## src/rtl/code_onehot_decoder.sv

```systemverilog
// code_onehot_decoder
// Accepts encoder code bytes through a 4-entry FIFO and replays each one as a
// 16-bit one-hot pattern held for a programmable number of cycles.
//
// Ports
//   clk, rst     : single clock; synchronous active-high reset
//   code_in      : 8'h00-8'h0F = index in [3:0], 8'hF0 = "no input active",
//                  anything else is invalid (consumed, flagged, dropped)
//   code_valid   : code_in is offered
//   code_ready   : block accepts code_in this cycle
//   hold_cycles  : cycles each pattern is driven (0 is treated as 1)
//   onehot_out   : registered decoded pattern
//   out_valid    : a decoded slot (including an idle 8'hF0 slot) is driven
//   err_pulse    : one-cycle flag, an invalid code was accepted last edge
//   fifo_count   : FIFO occupancy 0-4
//   state_dbg    : FSM state (0 = IDLE, 1 = HOLD)
//
// Handshake: a transfer happens on every rising edge where code_valid and
// code_ready are both high. code_ready depends only on rst and the registered
// occupancy, never on a same-cycle pop, so a full FIFO refuses a push even on
// the edge where it also pops.
module code_onehot_decoder #(
  parameter int HOLD_W = 8,
  parameter int DEPTH  = 4   // only 4 is supported
) (
  input  logic              clk,
  input  logic              rst,
  input  logic [7:0]        code_in,
  input  logic              code_valid,
  output logic              code_ready,
  input  logic [HOLD_W-1:0] hold_cycles,
  output logic [15:0]       onehot_out,
  output logic              out_valid,
  output logic              err_pulse,
  output logic [2:0]        fifo_count,
  output logic              state_dbg
);

  localparam int PTR_W = $clog2(DEPTH);

  typedef enum logic {
    IDLE = 1'b0,
    HOLD = 1'b1
  } state_t;

  state_t state;

  // Entry layout: {is_none, index}; is_none marks the 8'hF0 idle code.
  logic [4:0]        mem [DEPTH];
  logic [PTR_W-1:0]  wr_ptr;
  logic [PTR_W-1:0]  rd_ptr;
  logic [HOLD_W-1:0] hold_cnt;

  logic              code_is_idx;
  logic              code_is_none;
  logic              code_ok;
  logic              accept;
  logic              push;
  logic              pop;
  logic [4:0]        head;
  logic [HOLD_W-1:0] hold_load;

  assign code_is_idx  = (code_in[7:4] == 4'h0);
  assign code_is_none = (code_in == 8'hF0);
  assign code_ok      = code_is_idx | code_is_none;

  assign code_ready = !rst && (fifo_count < 3'(DEPTH));
  assign accept     = code_valid && code_ready;
  assign push       = accept && code_ok;

  // Pop whenever the current slot is finished (IDLE, or last HOLD cycle).
  assign pop  = (fifo_count != 3'd0) && ((state == IDLE) || (hold_cnt == '0));
  assign head = mem[rd_ptr];

  // Counter is loaded with H-1 so the pattern is visible for exactly H cycles.
  assign hold_load = (hold_cycles == '0) ? '0 : hold_cycles - 1'b1;

  assign state_dbg = (state == HOLD);

  // Storage needs no reset: occupancy and pointers define what is valid.
  always_ff @(posedge clk) begin
    if (push) begin
      mem[wr_ptr] <= {code_is_none, code_in[3:0]};
    end
  end

  always_ff @(posedge clk) begin
    if (rst) begin
      state      <= IDLE;
      wr_ptr     <= '0;
      rd_ptr     <= '0;
      fifo_count <= 3'd0;
      hold_cnt   <= '0;
      onehot_out <= 16'h0000;
      out_valid  <= 1'b0;
      err_pulse  <= 1'b0;
    end else begin
      err_pulse <= accept && !code_ok;

      if (push) begin
        wr_ptr <= wr_ptr + 1'b1;
      end
      if (pop) begin
        rd_ptr <= rd_ptr + 1'b1;
      end

      case ({push, pop})
        2'b10:   fifo_count <= fifo_count + 3'd1;
        2'b01:   fifo_count <= fifo_count - 3'd1;
        default: fifo_count <= fifo_count;
      endcase

      case (state)
        IDLE: begin
          if (pop) begin
            onehot_out <= head[4] ? 16'h0000 : (16'h0001 << head[3:0]);
            out_valid  <= 1'b1;
            hold_cnt   <= hold_load;
            state      <= HOLD;
          end
        end
        HOLD: begin
          if (hold_cnt != '0) begin
            hold_cnt <= hold_cnt - 1'b1;
          end else if (pop) begin
            // Back-to-back load, no gap cycle.
            onehot_out <= head[4] ? 16'h0000 : (16'h0001 << head[3:0]);
            out_valid  <= 1'b1;
            hold_cnt   <= hold_load;
          end else begin
            onehot_out <= 16'h0000;
            out_valid  <= 1'b0;
            state      <= IDLE;
          end
        end
        default: state <= IDLE;
      endcase
    end
  end

endmodule

```

## config.mk

```make
export PLATFORM = sky130hd
export DESIGN_NAME = code_onehot_decoder
export DESIGN_NICKNAME = d
export VERILOG_FILES = /design/src/rtl/code_onehot_decoder.sv
export SDC_FILE = /design/constraint.sdc
export NUM_CORES = 1
export LEC_CHECK = 0
export ABC_CLOCK_PERIOD_IN_PS = 7030
export CORE_MARGIN = 3
export CORE_UTILIZATION = 40
export DETAILED_ROUTE_END_ITERATION = 10
export PLACE_DENSITY_LB_ADDON = 0.12
export SYNTH_ARGS = -nofsm -noshare
export SYNTH_HDL_FRONTEND = slang
export SYNTH_SLANG_ARGS = --single-unit
```

## constraint.sdc

```tcl
create_clock -name clk -period 7.03 [get_ports clk]
set_input_delay 0.703 -clock clk [delete_from_list [all_inputs] [get_ports clk]]
set_output_delay 0.703 -clock clk [all_outputs]
set_load 0.1 [all_outputs]
```

# After elaboration in Yosys (flattened, before gate mapping)
# Memory sizes are Yosys's and may differ from the RTL's. A register that Yosys moved wholly into a read port is not among the register bits.
# Cells that the tools add are included.
# W data, S select, Z words.
# totals
register_bits,34
mem_bits_rw,20
input_bits,19
output_inout_bits,23
elab_cells,59
mem_count,1
# mem_list
name,depth,width,rd,rd_clocked_by_memory_dff,wr,line_no,rtl
mem,4,5,1,1,1,49,logic [4:0] mem [DEPTH];
# op_classes
n_addsub,6
order_cmp,1
eq_ne,5
n_shift,1
muxes,20
bitwise_logic,2
n_reduce_logical,15
# ops
cell,n
$mux W16,4
$pmux W16 S2,1
$mux W8,3
$logic_not A8 Y1,2
$pmux W8 S2,1
$shl A1 B4 Y16 const A,1
$sub A8 B1 Y8 const B,2
$eq A8 B8 Y1 const B,1
$reduce_bool A8 Y1,1
$mux W1,6
$pmux W3 S2,1
$logic_and A1 B1 Y1,5
$add A2 B1 Y2 const B,2
$logic_not A4 Y1,1
$mux W2,2
$ne A2 B2 Y1 const B,2
$pmux W1 S2,2
$add A3 B1 Y3 const B,1
$lt A3 B3 Y1 const B,1
$reduce_bool A3 Y1,1
$sub A3 B1 Y3 const B,1
$eq A2 B1 Y1 const B,1
$eq A2 B2 Y1 const B,1
$logic_not A1 Y1,2
5 further kinds,5

# Longest topological paths before layout
# Gate-level depths: netlist of the first run.
# depth
ltp_word,6
mapped_depth,12
depth_no_buf,11

# Worst setup path before layout of the first run
# Ideal clock, no wire load.
# synth_timing
path_kind,reg2reg
startpoint,register fifo_count[2]
endpoint,register fifo_count[2]
setup_ps,70
arrival_ps,3545
t_required_ps,6960
setup_slack_ps,3415
path_stages_with_launch,11
n_path_buf,0
period_less_slack_ps,3615
path_cell_list,dfxtp_1 > nor2_1 > nand2_1 > nor2_1 > inv_1 > ha_1 > inv_1 > fa_1 > xor2_1 > or3_1 > a21oi_1
# synth_via
elab_chain_len,6
word_cells_on_any_way,12
cone_classes,add/sub: 2; order compare: 1; eq/ne: 2; mux: 1; reduce/logical: 6
# synth_lines
element,line_no,rtl
start: declaration,35,"output logic [2:0] fifo_count,"
start signal: assignment,108,2'b10: fifo_count <= fifo_count + 3'd1;
start signal: assignment,109,2'b01: fifo_count <= fifo_count - 3'd1;
start signal: assignment,110,default: fifo_count <= fifo_count;
$lt A3 B3 Y1 *,67,assign code_ready = !rst && (fifo_count < 3'(DEPTH));
$logic_and A1 B1 Y1 *,67,
named net code_ready,30,"output logic code_ready,"
$logic_and A1 B1 Y1 *,68,assign accept = code_valid && code_ready;
$logic_and A1 B1 Y1 *,69,assign push = accept && code_ok;
$eq A2 B1 Y1 / $eq A2 B2 Y1 (equally long branches),107,"case ({push, pop})"
$pmux W3 S2 / $reduce_bool A2 Y1 (equally long branches),-,
# Mark *: on every way through the listed nets, which the timed path passes. The rest lies on a longest branch.
# A chain may end at the register's enable or synchronous reset.

# Worst setup path in the final report of the first run
# layout_timing
startpoint,input port rst
endpoint,output port code_ready
# layout_via
elab_chain_len,2
# layout_lines
element,line_no,rtl
start: declaration,27,"input logic rst,"
$logic_not A1 Y1,67,
$logic_and A1 B1 Y1,67,
end: declaration,30,
# No other way between the ends.

==> results of run 1 <==
stage by stage:
step	utilization [%]	cell area, µm²	setup WS (ns)
floorplan	-	2730	3.41
global placement	49.1	3190	3.21
detailed placement	49.1	3190	3.14
CTS	50.4	3270	3.13
global route	50.4	3270	2.97
finish	50.4	3270	3.11
logic make-up after synthesis:
kind of cell             after synthesis  synth area share (%)
XOR/XNOR                               8                  2.57
adder cells (fa/ha/maj)                9                  4.41
AND/OR/NAND/NOR                       82                  17.8
buffers and inverters                 23                  3.99
multiplexers                           8                  5.23
AO/OA/AOI/OAI                         60                  17.5
flip-flops                            56                  48.5
cells in the mapped netlist, drive strengths merged, types with 4 or more instances:
cell type	number	area [µm²]
and3	5	31.3
dfxtp	36	721
xor2	6	52.6
or4	5	37.5
mux4	4	101
a31oi	4	25.0
o21ai	9	45.0
ha	8	100
edfxtp	20	601
o2bb2ai	16	190
clkbuf	5	18.8
or3	5	31.3
a21oi	12	60.1
nor2b	4	25.0
nor2	16	60.1
nor3	4	25.0
nand2	16	60.1
inv	11	41.3
nand3	8	40.0
buf	7	48.8
nor4	4	40.0
where the power goes:
| group | total, mW | internal, mW | switching (mW) |
|---|---|---|---|
| Sequential | 0.448 | 0.378 | 0.0697 |
| Combinational | 0.612 | 0.237 | 0.375 |
| Clock | 0.175 | 0.0700 | 0.105 |
| Total | 1.23 | 0.685 | 0.550 |
sequential cells by signal, indices dropped and copies added (netlist names), named ones only:
register and count:
mem 20, onehot_out 16, hold_cnt 8, fifo_count 3
rd_ptr 2, wr_ptr 2, err_pulse 1, out_valid 1
state_dbg 1
final timing paths:
check                                    from  slack (ns)  depth (start not counted)             to
worst min-delay path            onehot_out[8]        0.47                          1  onehot_out[8]
worst min register to register  onehot_out[8]        0.47                          1  onehot_out[8]
worst max-delay path                      rst        3.11                          3     code_ready
worst max register to register    hold_cnt[0]        3.86                         11  fifo_count[2]
layout make-up:
cell class	instances	area share, %
Sequential cell	56	40.4
Multi-Input combinational cell	167	39.6
Timing Repair Buffer	44	13.2
Tap cell	77	2.94
Clock buffer	6	2.22
Inverter	11	1.26
Clock inverter	2	0.382
metal layers:
| metal | track usage (%) | up-vias |
|---|---|---|
| met5 | 0 | - |
| li1 | - | 1005 |
| met3 | 3.72 | 6 |
| met1 | 21.2 | 943 |
| met2 | 24.9 | 31 |
| met4 | 5.22 | 0 |
==> impl_metrics.env, run 1 <==
export IMPL_run_status="finished clean"
export IMPL_routed_top_layer="met4"
export IMPL_crit_fanout=23
export IMPL_first_iter_violations=67
export IMPL_crit_buf_inv=2
export IMPL_fillers=586
export IMPL_drt_vias_per_instance=5.47
export IMPL_ctsHoldBuffers=0
export IMPL_drt_met1_wl_mm=2.63
export IMPL_cts_clk_slew_worst_paths_ns=0.10
export IMPL_clockRootBuffer="clkbuf_8"
export IMPL_fin_skew_ns=0.00920
export IMPL_endpoint_kind="output pin"
export IMPL_multi_input_area_um2=1300
export IMPL_seq_area_frac_synth_pct=48.5
export IMPL_cp_required_ns=6.33
export IMPL_tightest_slew_ns=0.972
export IMPL_worst_setup_path_start_kind="input pin"
export IMPL_wl_met3_um=167
export IMPL_dieArea_um2=7840
export IMPL_syn_area_per_cell_um2=11.1
export IMPL_yosysUniqueCellTypes=56
export IMPL_clock_latency_ns=0.31
export IMPL_async_flop_share_pct=0
export IMPL_timing_final_crit_share_pct=55.8
export IMPL_post_place_cells=355
export IMPL_hold_class="reg -> reg"
export IMPL_wl_mm=5.48
export IMPL_critPathMaxStageDelay_ns=1.20
export IMPL_slew_viol_final=0
export IMPL_crit_family="buffers and inverters"
export IMPL_dr_total_vias=1985
export IMPL_synth_edf_count=20
export IMPL_post_cts_repair_setup_buffers=0
export IMPL_groute_usage_overall_pct=15.7
export IMPL_cts_resized=0
export IMPL_leakagePower_nw=1.09
export IMPL_ys_flop_type="dfxtp_1"
export IMPL_path_cells="clkdlybuf4s50_1, nor2_1, clkdlybuf4s50_1"
export IMPL_tritoncts="done"
export IMPL_hold_viol_final=0
export IMPL_post_drt_wl_per_cell_um=15.1
export IMPL_io_buffer_count=41
export IMPL_total_power_mw=1.23
export IMPL_wl_met2_mm=2.60
export IMPL_setup_viol=0
export IMPL_die_y_um=88.6
export IMPL_power_density_nw_per_um2=377
export IMPL_crit_type="in -> out"
export IMPL_clock_path_buffers=2
export IMPL_start_util_pct=42.0
export IMPL_synth_cell_area_um2=2730
export IMPL_yosys_warnings=0
export IMPL_dp_hpwl_mm=3.86
export IMPL_final_cell_count_no_fill=363
export IMPL_grt_max_degree=24
export IMPL_grt_pass1_vias=1961
export IMPL_path_common_cell="clkdlybuf4s50_1"
export IMPL_drc_errors=0
export IMPL_globalRouteOverflowTotal=0
export IMPL_grt_pass1_wl_mm=9.59
export IMPL_core_area_um2=6490
export IMPL_yosys_register_bits=56
export IMPL_htree_levels=2
export IMPL_area_growth_synth_to_final_pct=20.1
export IMPL_place_congestion=0.783
export IMPL_slew_headroom_pct=35.0
export IMPL_layout_cells_most_common="clkdlybuf4s50_1"
export IMPL_cts_sinks=56
export IMPL_netlist_instances=246
export IMPL_io_pins=42
export IMPL_dr_pass1_iters=4
export IMPL_setup_tns_final_ns=0
export IMPL_die_width_um=88.6
export IMPL_whs_ns=0.472
export IMPL_period_minus_slack_ns=3.92
export IMPL_final_cell_mix="clkdlybuf4s50_1, dfxtp_1, edfxtp_1"
export IMPL_ant_nets=0
export IMPL_antenna_found_initial=0
export IMPL_seq_area_um2=1320
export IMPL_rsz0062_at_grt="false"
export IMPL_drive_gt1_share_pct=9.79
export IMPL_peakVddDrop_mv=0.126
export IMPL_syn_num_nets=274
export IMPL_fmax_ghz=0.255
export IMPL_numCtsBuffers=5
export IMPL_antenna_cells=0
export IMPL_critPathArrivalTime_ns=3.22
export IMPL_cap_viol_max_count=0
export IMPL_crit_slowest_cell="clkdlybuf4s50_1"
export IMPL_std_cell_rows=29
export IMPL_nets=313
No activity file was read; power rests on OpenSTA's default activity.
==> run 2, diff against run 1 <==
Settings changed: ABC_CLOCK_PERIOD_IN_PS 7030 to 3690.
Clock period 7.03 ns to 3.69 ns, I/O delays scaled along.
==> run 2 against run 1 <==
Effect of this change:
- wire length fell by 1.5%
- sequential share of layout area fell by 0.17 points
- register-to-register slack got worse by 2.9 ns
- combinational power rose by 91%
- cell count rose by 0.55%
- clock-buffer cell count fell by 1
- clock skew fell by 0.0033 ns
- setup slack got worse by 2.2 ns
- power rose by 90%
- non-clock buffer count rose by 2
- core utilization rose by 0.21 points
- critical path type is now reg -> reg
- largest cell class unchanged
==> impl_metrics.env, run 2 (synthesized netlist as in run 1, its figures left out) <==
export IMPL_io_buffer_count=41
export IMPL_cts_resized=0
export IMPL_fin_area_um2=3290
export IMPL_layout_cells_most_common="clkdlybuf4s50_1"
export IMPL_endpoint_kind="register"
export IMPL_hold_viol_final=0
export IMPL_largest_reg_flops=20
export IMPL_largest_register="mem"
export IMPL_p_seq_share_pct=36.3
export IMPL_crit_family="simple AND/OR/NAND/NOR gates"
export IMPL_cap_viol_max_count=0
export IMPL_reg_top3="mem x20, onehot_out x16, hold_cnt x8"
export IMPL_htree_levels=2
export IMPL_io_pins=42
export IMPL_drt_vias_per_instance=5.51
export IMPL_die_width_um=88.6
export IMPL_grt_pass1_wl_mm=9.30
export IMPL_power_density_nw_per_um2=715
export IMPL_fillers=632
export IMPL_nets=315
export IMPL_numCtsBuffers=5
export IMPL_slew_viol_final=0
export IMPL_groute_usage_overall_pct=15.1
export IMPL_seq_area_um2=1320
export IMPL_final_util_pct=50.6
export IMPL_critPathArrivalTime_ns=2.99
export IMPL_rsz0062_at_grt="false"
export IMPL_post_drt_wl_per_cell_um=14.8
export IMPL_timing_final_crit_share_pct=74.4
export IMPL_antenna_cells=0
export IMPL_grt_max_degree=23
export IMPL_cts_sinks=56
export IMPL_crit_buf_inv=2
export IMPL_power_internal_mw=1.31
export IMPL_clock_latency_ns=0.30
export IMPL_die_y_um=88.6
export IMPL_ant_nets=0
export IMPL_crit_fanout=7
export IMPL_critPathMaxStageDelay_ns=0.41
export IMPL_tritoncts="done"
export IMPL_combPwrFrac_pct=49.7
export IMPL_slew_headroom_pct=34.5
export IMPL_first_iter_violations=81
export IMPL_power_switching_mw=1.04
export IMPL_path_cells="inv_1, ha_1, nor3b_4, a21boi_1, nor2_1, ha_1, inv_1, fa_1, xor2_1, or3_1, a21oi_1"
export IMPL_clockRootBuffer="clkbuf_8"
export IMPL_dr_pass1_iters=4
export IMPL_worst_setup_path_start_kind="register"
export IMPL_std_cell_rows=29
export IMPL_crit_slowest_cell="nor3b_4"
export IMPL_grt_pass1_vias=1901
export IMPL_cp_required_ns=3.93
export IMPL_dr_total_vias=2011
export IMPL_ctsHoldBuffers=0
export IMPL_fmax_ghz=0.364
export IMPL_hold_class="reg -> reg"
export IMPL_setup_tns_final_ns=0
export IMPL_period_minus_slack_ns=2.75
export IMPL_clockPowerShare_pct=14.1
export IMPL_start_util_pct=42.0
export IMPL_run_status="finished clean"
export IMPL_multi_input_area_um2=1300
export IMPL_post_dp_cell_area_um2=3200
export IMPL_crit_type="reg -> reg"
export IMPL_final_cell_mix="clkdlybuf4s50_1, dfxtp_1, edfxtp_1"
export IMPL_core_area_um2=6490
export IMPL_switching_share_pct=44.4
export IMPL_drc_errors=0
export IMPL_antenna_found_initial=0
export IMPL_peakVddDrop_mv=0.300
export IMPL_area_growth_synth_to_final_pct=20.6
export IMPL_drive_gt1_share_pct=10.8
export IMPL_place_congestion=0.822
export IMPL_dieArea_um2=7840
export IMPL_post_cts_repair_setup_buffers=0
export IMPL_globalRouteOverflowTotal=0
export IMPL_setup_viol=0
export IMPL_leakagePower_nw=1.11
export IMPL_fin_skew_ns=0.00590
export IMPL_wl_mm=5.40
export IMPL_dp_hpwl_mm=3.93
export IMPL_clock_path_buffers=2
export IMPL_cts_clk_slew_worst_paths_ns=0.10
export IMPL_tightest_slew_ns=0.980
run 2: path summary, 6_finish.rpt:
check / from / end / slack, ns / cells past startpoint
setup / recovery: hold_cnt[0] / fifo_count[2] / 0.94 / 11
hold / removal: onehot_out[12] / onehot_out[12] / 0.47 / 1
setup reg to reg: hold_cnt[0] / fifo_count[2] / 0.94 / 11
hold reg to reg: onehot_out[12] / onehot_out[12] / 0.47 / 1
run 2: power by group through the flow:
stage	clock, mW	combinational [mW]	sequential, mW
after floorplan	0	0.817	0.963
after global placement	0	1.17	0.867
after detailed placement	0	1.17	0.868
after CTS	0.346	1.18	0.853
after global routing	0.371	1.30	0.872
final	0.331	1.17	0.853
run 2: layer usage:
metal	vias up	track usage [%]	share of wire, %
li1	1005	-	-
met1	974	21.2	48
met2	28	24.3	49
met3	4	2.51	2.6
met4	0	4.40	0.85
met5	-	0	0
run 2: stage by stage:
step	std cells	hold slack [ns]	setup slack [ns]	total power, mW
final	365	0.467	0.945	2.35
after global routing	365	0.484	0.632	2.54
after CTS	365	0.476	0.917	2.38
after global placement	357	0.448	0.874	2.04
after floorplan	246	0.455	0.0748	1.78
after detailed placement	357	0.448	0.847	2.04
run 2: layout make-up:
| type | instances | area share, % |
|---|---|---|
| Clock inverter | 3 | 0.533 |
| Tap cell | 77 | 2.93 |
| Sequential cell | 56 | 40.2 |
| Multi-Input combinational cell | 167 | 39.4 |
| Timing Repair Buffer | 46 | 13.6 |
| Inverter | 11 | 1.26 |
| Clock buffer | 5 | 2.09 |
